--- config.mk ---
export PLATFORM = sky130hd
export DESIGN_NAME = line_buffer_3row
export DESIGN_NICKNAME = d
export VERILOG_FILES = /design/src/rtl/line_buffer_3row.sv
export SDC_FILE = /design/constraint.sdc
export NUM_CORES = 1
export LEC_CHECK = 0
export BUFFER_PORTS_ARGS = -buffer_cell sky130_fd_sc_hd__buf_4
export CAP_MARGIN = 20
export CELL_PAD_IN_SITES_DETAIL_PLACEMENT = 1
export CELL_PAD_IN_SITES_GLOBAL_PLACEMENT = 2
export CORE_MARGIN = 3
export CORE_UTILIZATION = 28
export DETAILED_ROUTE_END_ITERATION = 6
export PLACE_DENSITY_LB_ADDON = 0.15
export SYNTH_ARGS = -nofsm -noshare
export SYNTH_HDL_FRONTEND = slang
export SYNTH_SLANG_ARGS = --single-unit
--- constraint.sdc ---
create_clock -name clk -period 3.15 [get_ports clk]
set_clock_uncertainty 0.1 [all_clocks]
set_input_delay 0 -clock clk [delete_from_list [all_inputs] [get_ports clk]]
set_output_delay 0 -clock clk [all_outputs]
set_load 0.01 [all_outputs]
--- src/rtl/line_buffer_3row.sv ---
// 3-row line buffer: emits a vertical 3-pixel column per streamed pixel.
// Ports: clk, reset (async low), start, in_valid/pixel_in in; pixel_out0..2, out_valid, busy, frame_done out.
module line_buffer_3row #(
  parameter int BIT_LENGTH = 5,
  parameter int IMG_WIDTH  = 16,
  parameter int IMG_HEIGHT = 16
) (
  input  logic                  clk,
  input  logic                  reset,
  input  logic                  start,
  input  logic                  in_valid,
  input  logic [BIT_LENGTH-1:0] pixel_in,
  output logic [BIT_LENGTH-1:0] pixel_out0,
  output logic [BIT_LENGTH-1:0] pixel_out1,
  output logic [BIT_LENGTH-1:0] pixel_out2,
  output logic                  out_valid,
  output logic                  busy,
  output logic                  frame_done
);

  localparam int CW = (IMG_WIDTH > 1) ? $clog2(IMG_WIDTH) : 1;
  localparam int RW = $clog2(IMG_HEIGHT + 1);

  typedef enum logic [1:0] {
    IDLE,
    FILL,
    STREAM,
    DONE
  } state_t;

  state_t state, state_n;

  logic [CW-1:0] col, col_n, pcol;
  logic [RW-1:0] row, row_n, prow;
  logic          accept, last_col, emit, last_pix;

  logic [BIT_LENGTH-1:0] mem0 [IMG_WIDTH];
  logic [BIT_LENGTH-1:0] mem1 [IMG_WIDTH];

  // start re-aims the current pixel at (0,0) of a new frame
  always_comb begin
    state_n  = state;
    pcol     = start ? '0 : col;
    prow     = start ? '0 : row;
    col_n    = pcol;
    row_n    = prow;
    accept   = in_valid &&
               (start || state == FILL || state == STREAM);
    last_col = (pcol == CW'(IMG_WIDTH - 1));
    emit     = accept && (prow >= RW'(2));
    last_pix = accept && last_col &&
               (prow == RW'(IMG_HEIGHT - 1));
    if (start) begin
      state_n = FILL;
    end
    if (accept) begin
      if (last_col) begin
        col_n = '0;
        row_n = prow + RW'(1);
      end else begin
        col_n = pcol + CW'(1);
      end
      if (last_col && prow == RW'(1)) begin
        state_n = STREAM;
      end
      if (last_pix) begin
        state_n = DONE;
        row_n   = '0;
      end
    end
  end

  always_ff @(posedge clk or negedge reset) begin
    if (!reset) begin
      state      <= IDLE;
      col        <= '0;
      row        <= '0;
      pixel_out0 <= '0;
      pixel_out1 <= '0;
      pixel_out2 <= '0;
      out_valid  <= 1'b0;
      busy       <= 1'b0;
      frame_done <= 1'b0;
    end else begin
      state      <= state_n;
      col        <= col_n;
      row        <= row_n;
      out_valid  <= emit;
      frame_done <= last_pix;
      // stays high through the frame_done cycle
      busy       <= (state_n == FILL) ||
                    (state_n == STREAM) || last_pix;
      if (emit) begin
        pixel_out0 <= mem0[pcol];
        pixel_out1 <= mem1[pcol];
        pixel_out2 <= pixel_in;
      end
    end
  end

  // rows shift up one slot per accepted column
  always_ff @(posedge clk) begin
    if (accept) begin
      mem0[pcol] <= mem1[pcol];
      mem1[pcol] <= pixel_in;
    end
  end

endmodule

# ---- After elaboration in Yosys (flattened, before gate mapping)
# Memory sizes are Yosys's and may differ from the RTL's. A register that Yosys moved wholly into a read port is not among the register bits.
# Cells that the tools add are included.
dict set report op_classes {
  add_sub_neg 2
  order_cmp 1
  n_eq_ne 7
  n_mux 13
  reduce_logical 10
}
# operator n
set ops {}
lappend ops {{5-bit two-way mux} 4}
lappend ops {{4-bit two-way mux} 3}
lappend ops {{2-bit two-way mux} 4}
lappend ops {{5-bit by 1-bit adder with 5-bit output, second input constant} 1}
lappend ops {{5-bit by 1-bit == test with 1-bit output, second input constant} 1}
lappend ops {{5-bit by 4-bit == test with 1-bit output, second input constant} 1}
lappend ops {{5-bit by 2-bit >= comparator with 1-bit output, second input constant} 1}
lappend ops {{1-bit logical AND} 5}
lappend ops {{4-bit by 1-bit adder with 4-bit output, second input constant} 1}
lappend ops {{2-bit by 1-bit == test with 1-bit output, second input constant} 2}
lappend ops {{2-bit == test, second input constant} 2}
lappend ops {{4-bit == test, second input constant} 1}
lappend ops {{1-bit logical OR} 4}
lappend ops {{1-bit two-way mux} 2}
lappend ops {{1-bit logical NOT} 1}
dict set report word_totals {
  regBits 24
  ram_bits 160
  inputBits 9
  memories 2
}
# memory words width read_ports rd_ports_with_merged_regs wr line_no
set mem_list {}
lappend mem_list {mem0 16 5 1 1 1 37} ;# logic [BIT_LENGTH-1:0] mem0 [IMG_WIDTH];
lappend mem_list {mem1 16 5 1 0 1 38} ;# logic [BIT_LENGTH-1:0] mem1 [IMG_WIDTH];

# ---- Longest topological paths before layout
# Gate-level depths: netlist of the first run.
dict set report logic_depth {
  ltp_word 11
  depth_mapped 12
  ltp_nobuf 9
}

# ---- Worst setup path after synthesis of the first run
# Ideal clock, no wire load.
dict set report synth_timing {
  path_type {register to register}
  from {register col[1]}
  to {memory mem0[13][0], enable pin}
  setup_time_ns 0.390
  t_arrival_ns 1.841
  required_time_ns 2.660
  slack_ns 0.819
  stages_incl_launch_ff 7
  cell_sequence {dfrtp_1 -> buf_6 -> buf_6 -> buf_8 -> buf_6 -> buf_2 -> nor3_1}
}
dict set report synth_via {
  elab_chain_cells 1
}
# item line_no
set synth_rtl {}
lappend synth_rtl {{start: declaration} 33} ;# logic [CW-1:0] col, col_n, pcol;
lappend synth_rtl {{start signal: assignment} 86} ;# col <= col_n;
lappend synth_rtl {{4-bit two-way mux} 43} ;# pcol = start ? '0 : col;
lappend synth_rtl {{end: declaration} 37}
# Every way passes these cells.

# ---- Worst setup path after layout of the first run
dict set report layout_timing {
  from {register col[2]}
  to {memory mem1[6][2], enable pin}
}
dict set report layout_via {
  elab_chain_cells 1
}
# item line_no
set layout_rtl {}
lappend layout_rtl {{4-bit two-way mux} 43}
lappend layout_rtl {{end: declaration} 38}
# Every way passes these cells.

==> results.sh, run 1 <==
export IMPL_outcome="finished, final reports clean"
export IMPL_cap_violations=0
export IMPL_postCtsSetupBuffers=0
export IMPL_setup_tns_ns=0
export IMPL_fin_ws_ns=0.350
export IMPL_drcViolationCount=0
export IMPL_fin_nets=596
export IMPL_p_leak_nw=3.29
export IMPL_tightest_slew_ns=0.743
export IMPL_ir_worst_vdd_uv=365
export IMPL_antenna_cells=0
export IMPL_fillCellCount=2884
export IMPL_grt_max_degree=33
export IMPL_first_global_vias=5030
export IMPL_met2_usage_pct=25.3
export IMPL_synthCells=520
export IMPL_internal_power_mw=4.11
export IMPL_ios=27
export IMPL_ys_seq_area_share_pct=70.1
export IMPL_ys_types=59
export IMPL_core_um2=27300
export IMPL_grt_ovfl_total=0
export IMPL_async_flop_share_pct=15.3
export IMPL_rows=60
export IMPL_dieArea_um2=30200
export IMPL_synth_seq_cells=189
export IMPL_cts_tree="done"
export IMPL_critPathBufInv=1
export IMPL_synth_compound_area_share_pct=7.66
export IMPL_htreeDepth=4
export IMPL_cp_arrival_ns=2.82
export IMPL_synth_area_um2=7890
export IMPL_avgSynthCellArea_um2=15.2
export IMPL_cts_sinks=189
export IMPL_antenna_found_initial=0
export IMPL_start_util_pct=28.9
export IMPL_synthXorXnorAreaFrac_pct=0.333
export IMPL_report_final_slew_viol_count=0
export IMPL_fin_crit_ns=2.80
export IMPL_final_cell_mix="edfxtp_1, buf_4, nand2_1, nor2_1, mux2i_1"
export IMPL_dp_cells=925
export IMPL_clk_latency_ns=0.43
export IMPL_dp_hpwl_um=15500
export IMPL_port_buffers=26
export IMPL_powerDensity_nw_per_um2=594
export IMPL_netSwitchingPower_mw=1.41
export IMPL_drive_above_1_share_pct=22.6
export IMPL_drt_total_wl_um=23000
export IMPL_rsz0062_at_grt="no"
export IMPL_slew_headroom_pct=50.3
export IMPL_critPathKind="flop to flop"
export IMPL_synth_main_ff_cell="edfxtp_1"
export IMPL_syn_num_nets=535
export IMPL_crit_path_cell_trace="nor3b_4 -> nand2_1 -> nor2_1 -> buf_4"
export IMPL_synth_top_family_by_area="simple AND/OR/NAND/NOR gates"
export IMPL_setup_violations=0
export IMPL_synth_edff_count=160
export IMPL_clkTransAtPathRegs_ns=0.07
export IMPL_cts_resized=0
export IMPL_synthMuxAreaShare_pct=8.74
export IMPL_hold_violations=0
export IMPL_numCtsBuffers=17
export IMPL_pwr_share_seq_pct=51.8
export IMPL_met1_usage_pct=22.2
export IMPL_gp_congestion=0.767
export IMPL_post_drt_wl_per_cell_um=23.9
export IMPL_place_ws_ns=0.392
export IMPL_hold_slack_ns=0.0843
export IMPL_cp_max_fo=17
export IMPL_yosys_warnings=0
export IMPL_grt_pass1_wl_um=34900
export IMPL_synth_top_cell_by_area="edfxtp_1"
export IMPL_finalCritPeriodShare_pct=88.9
export IMPL_met3_usage_pct=2.74
export IMPL_endpoint_kind="flop"
export IMPL_worstSetupStartpointType="flop"
export IMPL_cts_root_buf="clkbuf_16"
export IMPL_grt_usage_pct=15.6
export IMPL_power_frac_comb_pct=11.5
export IMPL_cp_required_ns=3.17
export IMPL_max_freq_ghz=0.357
export IMPL_drt_iter0_drc=348
export IMPL_crit_family="simple AND/OR/NAND/NOR gates"
export IMPL_netlist_area_leader_share_pct=60.9
export IMPL_drtPass1Iterations=6
export IMPL_slowest_stage="dfrtp_1"
export IMPL_die_w_um=174
export IMPL_gr_max_usage_layer="met2"
export IMPL_power_share_clock_pct=36.6
export IMPL_min_path_type="primary input to flop"
export IMPL_syn_to_final_growth_pct=17.8
export IMPL_routed_via_count=4687
export IMPL_synth_simple_gate_area_share_pct=8.96
export IMPL_multiInputGateArea_um2=2120
export IMPL_die_h_um=174
export IMPL_worst_path_largest_cell_delay_ns=0.81
export IMPL_seq_area_um2=5530
export IMPL_ant_nets=0
export IMPL_synthTopCellsByArea="edfxtp_1, dfrtp_1, mux2i_1"
export IMPL_layout_commonest_cell="edfxtp_1"
export IMPL_cts_buffer_depth=2
export IMPL_final_cell_count_no_fill=966
export IMPL_switching_share_pct=25.6
export IMPL_synth_adder_area_share_pct=0.952
export IMPL_vias_per_cell=4.85
[worst min-delay path: cells and delay by family]
family | cells | cell delay [ns]
AOI/OAI and AO/OA | 1 | 0.12
buffers and inverters | 2 | 0.43
[synth_stat cells, types with 4 or more instances]
| library cell | number |
|---|---|
| a21oi_1 | 14 |
| a221oi_1 | 9 |
| a31oi_1 | 8 |
| buf_2 | 11 |
| buf_4 | 8 |
| buf_6 | 6 |
| clkbuf_1 | 4 |
| dfrtp_1 | 29 |
| edfxtp_1 | 160 |
| ha_1 | 6 |
| inv_1 | 9 |
| mux2_2 | 11 |
| mux2i_1 | 28 |
| mux4_2 | 12 |
| nand2_1 | 41 |
| nand2b_1 | 6 |
| nand3_1 | 14 |
| nand3b_1 | 4 |
| nand4_1 | 4 |
| nor2_1 | 32 |
| nor2b_1 | 16 |
| nor3_1 | 7 |
| o211ai_1 | 5 |
| o21ai_0 | 21 |
| or3_1 | 5 |
[registers in the layout, summed over array words and instances, names as in the netlist]
signal	count
mem0	80
mem1	80
pixel_out0	5
pixel_out1	5
pixel_out2	5
row	5
col	4
state	2
busy	1
frame_done	1
out_valid	1
[repair_timing]
| item | 4_1_cts | 5_1_grt |
|---|---|---|
| hold endpoints to repair | 115 | 0 |
| hold buffers | 9 | 0 |
| setup endpoints to repair | 0 | 0 |
[power groups by stage]
stage / clock, mW / combinational (mW) / sequential (mW)
2_1_floorplan: 0 / 0.395 / 2.89
3_3_place_gp: 0 / 0.632 / 2.91
3_5_place_dp: 0 / 0.640 / 2.92
4_1_cts: 2.07 / 0.653 / 2.86
5_1_grt: 2.17 / 0.702 / 2.87
6_report: 2.02 / 0.636 / 2.86
[cells by family after synthesis]
logic type / after synthesis
AND/OR/NAND/NOR: 141
flip-flops: 189
AO/OA/AOI/OAI: 88
buffers and inverters: 41
adder cells (fa/ha/maj): 6
multiplexers: 52
XOR/XNOR: 3
[area by class of cell]
class / count / share of cell area [%]
Clock buffer: 20 / 4.91
Clock inverter: 12 / 0.956
Inverter: 11 / 0.444
Timing Repair Buffer: 72 / 6.30
Multi-Input combinational cell: 290 / 22.8
Tap cell: 372 / 5.01
Sequential cell: 189 / 59.5
[metrics by stage]
stage	power (mW)	util (%)	instance area (um^2)
2_1_floorplan	3.29	-	7890
3_3_place_gp	3.55	31.6	8650
3_5_place_dp	3.56	31.6	8650
4_1_cts	5.59	34.0	9290
5_1_grt	5.73	34.0	9290
6_report	5.52	34.0	9290
[routing by layer]
| layer | vias up | wire, um |
|---|---|---|
| li1 | 2111 | - |
| met1 | 2497 | 11000 |
| met2 | 72 | 11100 |
| met3 | 7 | 809 |
| met4 | 0 | 133 |
| met5 | - | 0 |
[worst paths after layout]
kind,from,endpoint,slack (ns),depth (start not counted)
min in group asynchronous,reset,pixel_out2[0]$_DFFE_PN0P_,0.51,4
hold / removal,start,row[3]$_DFF_PN0_,0.08,3
setup / recovery,col[2]$_DFF_PN0_,mem1[6][2]$_DFFE_PP_,0.35,4
max in group asynchronous,reset,col[0]$_DFF_PN0_,2.24,4
setup reg to reg,col[2]$_DFF_PN0_,mem1[6][2]$_DFFE_PP_,0.35,4
hold reg to reg,pixel_out2[2]$_DFFE_PN0P_,pixel_out2[2]$_DFFE_PN0P_,0.41,1
No activity file was read; power rests on OpenSTA's default activity.
==> run 2, diff against run 1 <==
--- a/config.mk
+++ b/config.mk
@@ -10,7 +10,7 @@
 export CELL_PAD_IN_SITES_DETAIL_PLACEMENT = 1
 export CELL_PAD_IN_SITES_GLOBAL_PLACEMENT = 2
 export CORE_MARGIN = 3
-export CORE_UTILIZATION = 28
+export CORE_UTILIZATION = 30
 export DETAILED_ROUTE_END_ITERATION = 6
 export PLACE_DENSITY_LB_ADDON = 0.15
 export SYNTH_ARGS = -nofsm -noshare
==> constraint.sdc (replaced) <==
create_clock -name clk -period 2.94 [get_ports clk]
set_clock_uncertainty 0.1 [all_clocks]
set_input_delay 0 -clock clk [delete_from_list [all_inputs] [get_ports clk]]
set_output_delay 0 -clock clk [all_outputs]
set_load 0.01 [all_outputs]
==> run 2 against run 1 <==
Effect of this change:
- fmax grew 6.9%
- via count rose by 2.1%
- worst hold slack better by 0.27 ns
- utilization increased by 3.2 points
- non-clock buffer count grew 23
- critical path type unchanged
- critical endpoint is now mem1[9][4]$_DFFE_PP_
- largest cell class unchanged
==> results.sh, run 2 (same netlist as run 1, synthesis figures left out) <==
export IMPL_slowest_stage="dfrtp_1"
export IMPL_cp_max_fo=10
export IMPL_outcome="finished, final reports clean"
export IMPL_cp_arrival_ns=2.65
export IMPL_hold_depth=3
export IMPL_layout_commonest_cell="edfxtp_1"
export IMPL_syn_to_final_growth_pct=20.1
export IMPL_endpoint_kind="flop"
export IMPL_final_cell_mix="edfxtp_1, buf_4, nand2_1, nor2_1, mux2i_1"
export IMPL_rsz0062_at_grt="no"
export IMPL_r2r_start="col[3]$_DFF_PN0_"
export IMPL_dieArea_um2=28300
export IMPL_grt_usage_pct=16.8
export IMPL_r2r_cells=6
export IMPL_grt_pass1_wl_um=34800
export IMPL_drt_iter0_drc=352
export IMPL_hp_start="start"
export IMPL_numCtsBuffers=17
export IMPL_clkTransAtPathRegs_ns=0.08
export IMPL_worst_path_largest_cell_delay_ns=0.59
export IMPL_p_leak_nw=3.44
export IMPL_hold_slack_ns=0.357
export IMPL_dp_hpwl_um=16100
export IMPL_ir_worst_vdd_uv=320
export IMPL_antenna_cells=0
export IMPL_fin_nets=619
export IMPL_port_buffers=26
export IMPL_powerDensity_nw_per_um2=655
export IMPL_fillCellCount=2605
export IMPL_die_h_um=168
export IMPL_rows=58
export IMPL_fin_total_pwr_mw=6.20
export IMPL_drcViolationCount=0
export IMPL_cp_required_ns=2.97
export IMPL_cts_sinks=189
export IMPL_tightest_slew_ns=0.729
export IMPL_critPathBufInv=2
export IMPL_drive_above_1_share_pct=25.0
export IMPL_worstSetupStartpointType="flop"
export IMPL_seq_area_um2=5530
export IMPL_cap_violations=0
export IMPL_top_regs="mem0 (80), mem1 (80)"
export IMPL_setup_tns_ns=0
export IMPL_place_ws_ns=0.355
export IMPL_report_final_slew_viol_count=0
export IMPL_crit_family="simple AND/OR/NAND/NOR gates"
export IMPL_post_drt_wl_per_cell_um=24.3
export IMPL_fin_ws_ns=0.321
export IMPL_routed_via_count=4786
export IMPL_start_util_pct=31.0
export IMPL_min_path_type="primary input to flop"
export IMPL_first_global_vias=5179
export IMPL_slew_headroom_pct=51.2
export IMPL_vias_per_cell=5.05
export IMPL_ant_nets=0
export IMPL_drtPass1Iterations=4
export IMPL_drt_total_wl_um=23000
export IMPL_setup_violations=0
export IMPL_cpMostUsedCell="buf_4"
export IMPL_r2r_end="mem1[9][4]$_DFFE_PP_"
export IMPL_grt_ovfl_total=0
export IMPL_rrSetupSlack_ns=0.32
export IMPL_clk_latency_ns=0.43
export IMPL_postCtsSetupBuffers=0
export IMPL_min_to="row[3]$_DFF_PN0_"
export IMPL_cts_root_buf="clkbuf_16"
export IMPL_multiInputGateArea_um2=2100
export IMPL_die_w_um=168
export IMPL_grt_max_degree=30
export IMPL_post_route_util_pct=37.2
export IMPL_htreeDepth=4
export IMPL_max_freq_ghz=0.382
export IMPL_core_um2=25500
export IMPL_hold_violations=0
export IMPL_finalCritPeriodShare_pct=89.1
export IMPL_crit_path_cell_trace="buf_4 -> nand2b_1 -> nor2_1 -> nand2_1 -> nor3_1 -> buf_4"
export IMPL_cts_buffer_depth=2
export IMPL_fin_crit_ns=2.62
export IMPL_antenna_found_initial=1
export IMPL_ios=27
export IMPL_gp_congestion=0.778
export IMPL_critPathKind="flop to flop"
export IMPL_cts_tree="done"
-- run 2: cell type report --
| cell class | instances | area share, % |
|---|---|---|
| tap | 330 | 4.36 |
| multi-input combinational | 290 | 22.2 |
| sequential | 189 | 58.4 |
| clock buffer | 17 | 4.49 |
| timing repair buffer | 95 | 8.03 |
| clock inverter | 15 | 2.09 |
| inverter | 11 | 0.436 |
-- run 2: worst max-delay path by stage --
stage                      from               endpoint  slack, ns  depth (start not counted)
3_3_place_gp   col[3]$_DFF_PN0_   mem1[9][0]$_DFFE_PP_       0.35                          6
4_1_cts        col[3]$_DFF_PN0_   mem1[9][4]$_DFFE_PP_       0.32                          6
5_1_grt        col[3]$_DFF_PN0_   mem1[9][4]$_DFFE_PP_       0.19                          6
6_report       col[3]$_DFF_PN0_   mem1[9][4]$_DFFE_PP_       0.32                          6
3_5_place_dp   col[3]$_DFF_PN0_   mem1[9][0]$_DFFE_PP_       0.36                          6
2_1_floorplan  col[1]$_DFF_PN0_  mem0[13][0]$_DFFE_PP_       0.61                          6
-- run 2: what timing repair did --
| action | CTS | global route |
|---|---|---|
| endpoints found under the hold margin | 117 | 0 |
| hold buffers | 10 | 0 |
| gates resized for setup | 0 | 0 |
-- run 2: where the power goes --
part / internal [mW] / leakage (nW) / switching [mW]
clock: 1.31 / 0.302 / 1.13
combinational: 0.270 / 1.31 / 0.446
sequential: 3.02 / 1.83 / 0.0332
total: 4.60 / 3.44 / 1.60
-- run 2: layer usage --
metal / vias to the layer above / wire, um / global-route usage, %
met5: - / 0 / 0
met2: 74 / 11400 / 28.3
met1: 2535 / 10600 / 23.2
li1: 2161 / - / -
met3: 16 / 787 / 2.70
met4: 0 / 246 / 3.66
-- run 2: stage by stage --
stage	std cells	instance area (um^2)
finish	947	9470
CTS	947	9470
floorplan	520	7890
detailed placement	905	8740
global placement	905	8740
global route	947	9470
-- run 2: tightest hold or removal path, cell delays in order --
cell	delay, ns
dlygate4sd3_1	0.52
buf_4	0.25
a21oi_1	0.07
==> run 3, diff against run 2 <==
--- a/config.mk
+++ b/config.mk
@@ -5,6 +5,7 @@
 export SDC_FILE = /design/constraint.sdc
 export NUM_CORES = 1
 export LEC_CHECK = 0
+export ABC_AREA = 1
 export BUFFER_PORTS_ARGS = -buffer_cell sky130_fd_sc_hd__buf_4
 export CAP_MARGIN = 20
 export CELL_PAD_IN_SITES_DETAIL_PLACEMENT = 1
==> run 3 against run 2 <==
Effect of this change:
- final area up 2.5%
- clock power down 8%
- sequential cell count unchanged
- routed wire length up 8.5%
- combinational power about the same
- critical path type is now primary input to flop
- clock-buffer cell count up 1
- power down 3.2%
- largest power group unchanged
- critical path depth up 5
==> results.sh, run 3 <==
export IMPL_outcome="finished, final reports clean"
export IMPL_layout_commonest_cell="nand2_1"
export IMPL_grt_usage_pct=17.2
export IMPL_gp_congestion=0.789
export IMPL_synth_top_cell_by_area="edfxtp_1"
export IMPL_min_path_type="flop to flop"
export IMPL_fin_total_pwr_mw=6.00
export IMPL_dp_hpwl_um=16200
export IMPL_slowest_stage="nor2_1"
export IMPL_post_drt_wl_per_cell_um=19.7
export IMPL_rsz0062_at_grt="no"
export IMPL_worst_path_largest_cell_delay_ns=0.58
export IMPL_grt_max_degree=52
export IMPL_synth_main_ff_cell="edfxtp_1"
export IMPL_synth_edff_count=160
export IMPL_syn_num_nets=842
export IMPL_hp_start="pixel_out2[2]$_DFFE_PN0P_"
export IMPL_min_to="pixel_out2[2]$_DFFE_PN0P_"
export IMPL_synthTopCellsByArea="edfxtp_1, nand2_1, dfrtp_1"
export IMPL_avgSynthCellArea_um2=10.1
export IMPL_fin_crit_ns=2.42
export IMPL_grt_ovfl_total=0
export IMPL_p_leak_nw=4.20
export IMPL_dieArea_um2=29900
export IMPL_final_cell_mix="nand2_1, edfxtp_1, nand3_1, inv_1, buf_4"
export IMPL_die_w_um=173
export IMPL_cp_required_ns=3.17
export IMPL_routed_via_count=5809
export IMPL_clkTransAtPathRegs_ns=0.07
export IMPL_top_regs="mem0 (80), mem1 (80)"
export IMPL_ios=27
export IMPL_hold_slack_ns=0.384
export IMPL_synthCells=827
export IMPL_cts_root_buf="clkbuf_16"
export IMPL_vias_per_cell=4.59
export IMPL_setup_tns_ns=0
export IMPL_cap_violations=0
export IMPL_ys_seq_area_share_pct=66.2
export IMPL_cts_buffer_depth=2
export IMPL_drt_total_wl_um=25000
export IMPL_ys_types=27
export IMPL_slew_headroom_pct=51.6
export IMPL_grt_pass1_wl_um=39100
export IMPL_cp_max_fo=44
export IMPL_endpoint_kind="flop"
export IMPL_numCtsBuffers=17
export IMPL_clk_latency_ns=0.43
export IMPL_synth_common_cells="nand2_1, edfxtp_1, nand3_1"
export IMPL_post_synth_top_count_cell="nand2_1"
export IMPL_worstSetupStartpointType="primary input"
export IMPL_netlist_area_leader_share_pct=57.5
export IMPL_die_h_um=173
export IMPL_core_um2=27200
export IMPL_post_route_util_pct=35.7
export IMPL_report_final_slew_viol_count=0
export IMPL_max_freq_ghz=0.412
export IMPL_fin_nets=896
export IMPL_start_util_pct=30.7
export IMPL_r2r_end="mem1[3][2]$_DFFE_PP_"
export IMPL_synth_area_um2=8350
export IMPL_drtPass1Iterations=4
export IMPL_cp_arrival_ns=2.65
export IMPL_ir_worst_vdd_uv=324
export IMPL_rrSetupSlack_ns=0.66
export IMPL_critPathKind="primary input to flop"
export IMPL_ant_nets=0
export IMPL_drive_above_1_share_pct=12.9
export IMPL_hold_depth=2
export IMPL_antenna_found_initial=0
export IMPL_cts_sinks=189
export IMPL_setup_violations=0
export IMPL_r2r_start="state[1]$_DFF_PN0_"
export IMPL_powerDensity_nw_per_um2=618
export IMPL_drcViolationCount=0
export IMPL_async_flop_share_pct=15.3
export IMPL_finalCritPeriodShare_pct=82.5
export IMPL_rows=60
export IMPL_hold_violations=0
export IMPL_antenna_cells=0
export IMPL_synth_seq_cells=189
export IMPL_port_buffers=26
export IMPL_htreeDepth=4
export IMPL_drt_iter0_drc=398
export IMPL_first_global_vias=6328
export IMPL_crit_path_cell_trace="dlygate4sd3_1 -> buf_4 -> inv_8 -> nand2_4 -> nor2_2 -> buf_4 -> nand2_1 -> nor2_1 -> nand2_1 -> nand2_1 -> nor2_1"
export IMPL_r2r_cells=8
export IMPL_postCtsSetupBuffers=0
export IMPL_cts_tree="done"
export IMPL_syn_to_final_growth_pct=16.2
export IMPL_cpMostUsedCell="nand2_1"
export IMPL_yosys_warnings=0
export IMPL_tightest_slew_ns=0.724
==> run 3: worst max-delay path, delay by kind of cell <==
family                 cells  cell delay, ns
AND/OR/NAND/NOR            7            1.40
buffers and inverters      4            1.22
==> run 3: metrics by stage <==
step	cell area, um^2	std cells	worst slack, ns
5_1_grt	9710	1266	0.227
3_5_place_dp	9040	1224	0.612
3_3_place_gp	9040	1224	0.601
6_report	9710	1266	0.516
2_1_floorplan	8350	827	0.657
4_1_cts	9710	1266	0.505
==> run 3: cell type report <==
cell class / instances / area, um^2
fillers: 3100 / 17500
flip-flops and latches: 189 / 5530
multi-input cells: 501 / 2200
repair buffers: 71 / 568
well taps: 372 / 465
clock buffers: 18 / 429
inverters: 101 / 387
clock inverters: 14 / 128
==> run 3: logic make-up (layout without fill, tap and decap cells) <==
kind of cell / count (synthesis) / count (layout) / synth area share [%]
AO/OA/AOI/OAI: 18 / 18 / 1.23
buffers and inverters: 137 / 204 / 7.55
adder cells (fa/ha/maj): 6 / 6 / 0.899
AND/OR/NAND/NOR: 475 / 475 / 23.9
flip-flops: 189 / 189 / 66.2
XOR/XNOR: 2 / 2 / 0.210
==> run 3: worst max path at each step <==
stage                     startpoint                    end  slack (ns)  cells past startpoint
finish                         start       row[3]$_DFF_PN0_        0.52                     11
CTS                            start  mem0[15][0]$_DFFE_PP_        0.51                     11
global route                   start       row[2]$_DFF_PN0_        0.23                     11
floorplan           col[0]$_DFF_PN0_   mem0[0][0]$_DFFE_PP_        0.66                      7
detailed placement             start  mem1[15][0]$_DFFE_PP_        0.61                      8
global placement               start  mem0[14][0]$_DFFE_PP_        0.60                     10
==> run 3: routing by layer <==
layer  global-route usage [%]  routed length (um)  part of all wire (%)
met5                        0                   0                     0
met4                     3.65                 221                  0.88
met3                     3.10                 707                   2.8
met2                     28.8               12100                    48
met1                     23.6               12000                    48
==> run 3: power by group <==
group / total (mW) / switching (mW) / internal [mW] / leakage (nW)
Sequential: 3.05 / 0.0274 / 3.02 / 1.82
Clock: 2.23 / 1.11 / 1.12 / 0.267
Combinational: 0.718 / 0.512 / 0.206 / 2.11
Total: 6.00 / 1.65 / 4.35 / 4.20
==> run 3: timing repair <==
item | in CTS | in global routing
hold endpoints to repair | 119 | 0
hold buffers | 10 | 0
resized for setup | 0 | 0
endpoints found under the setup margin | 0 | 0
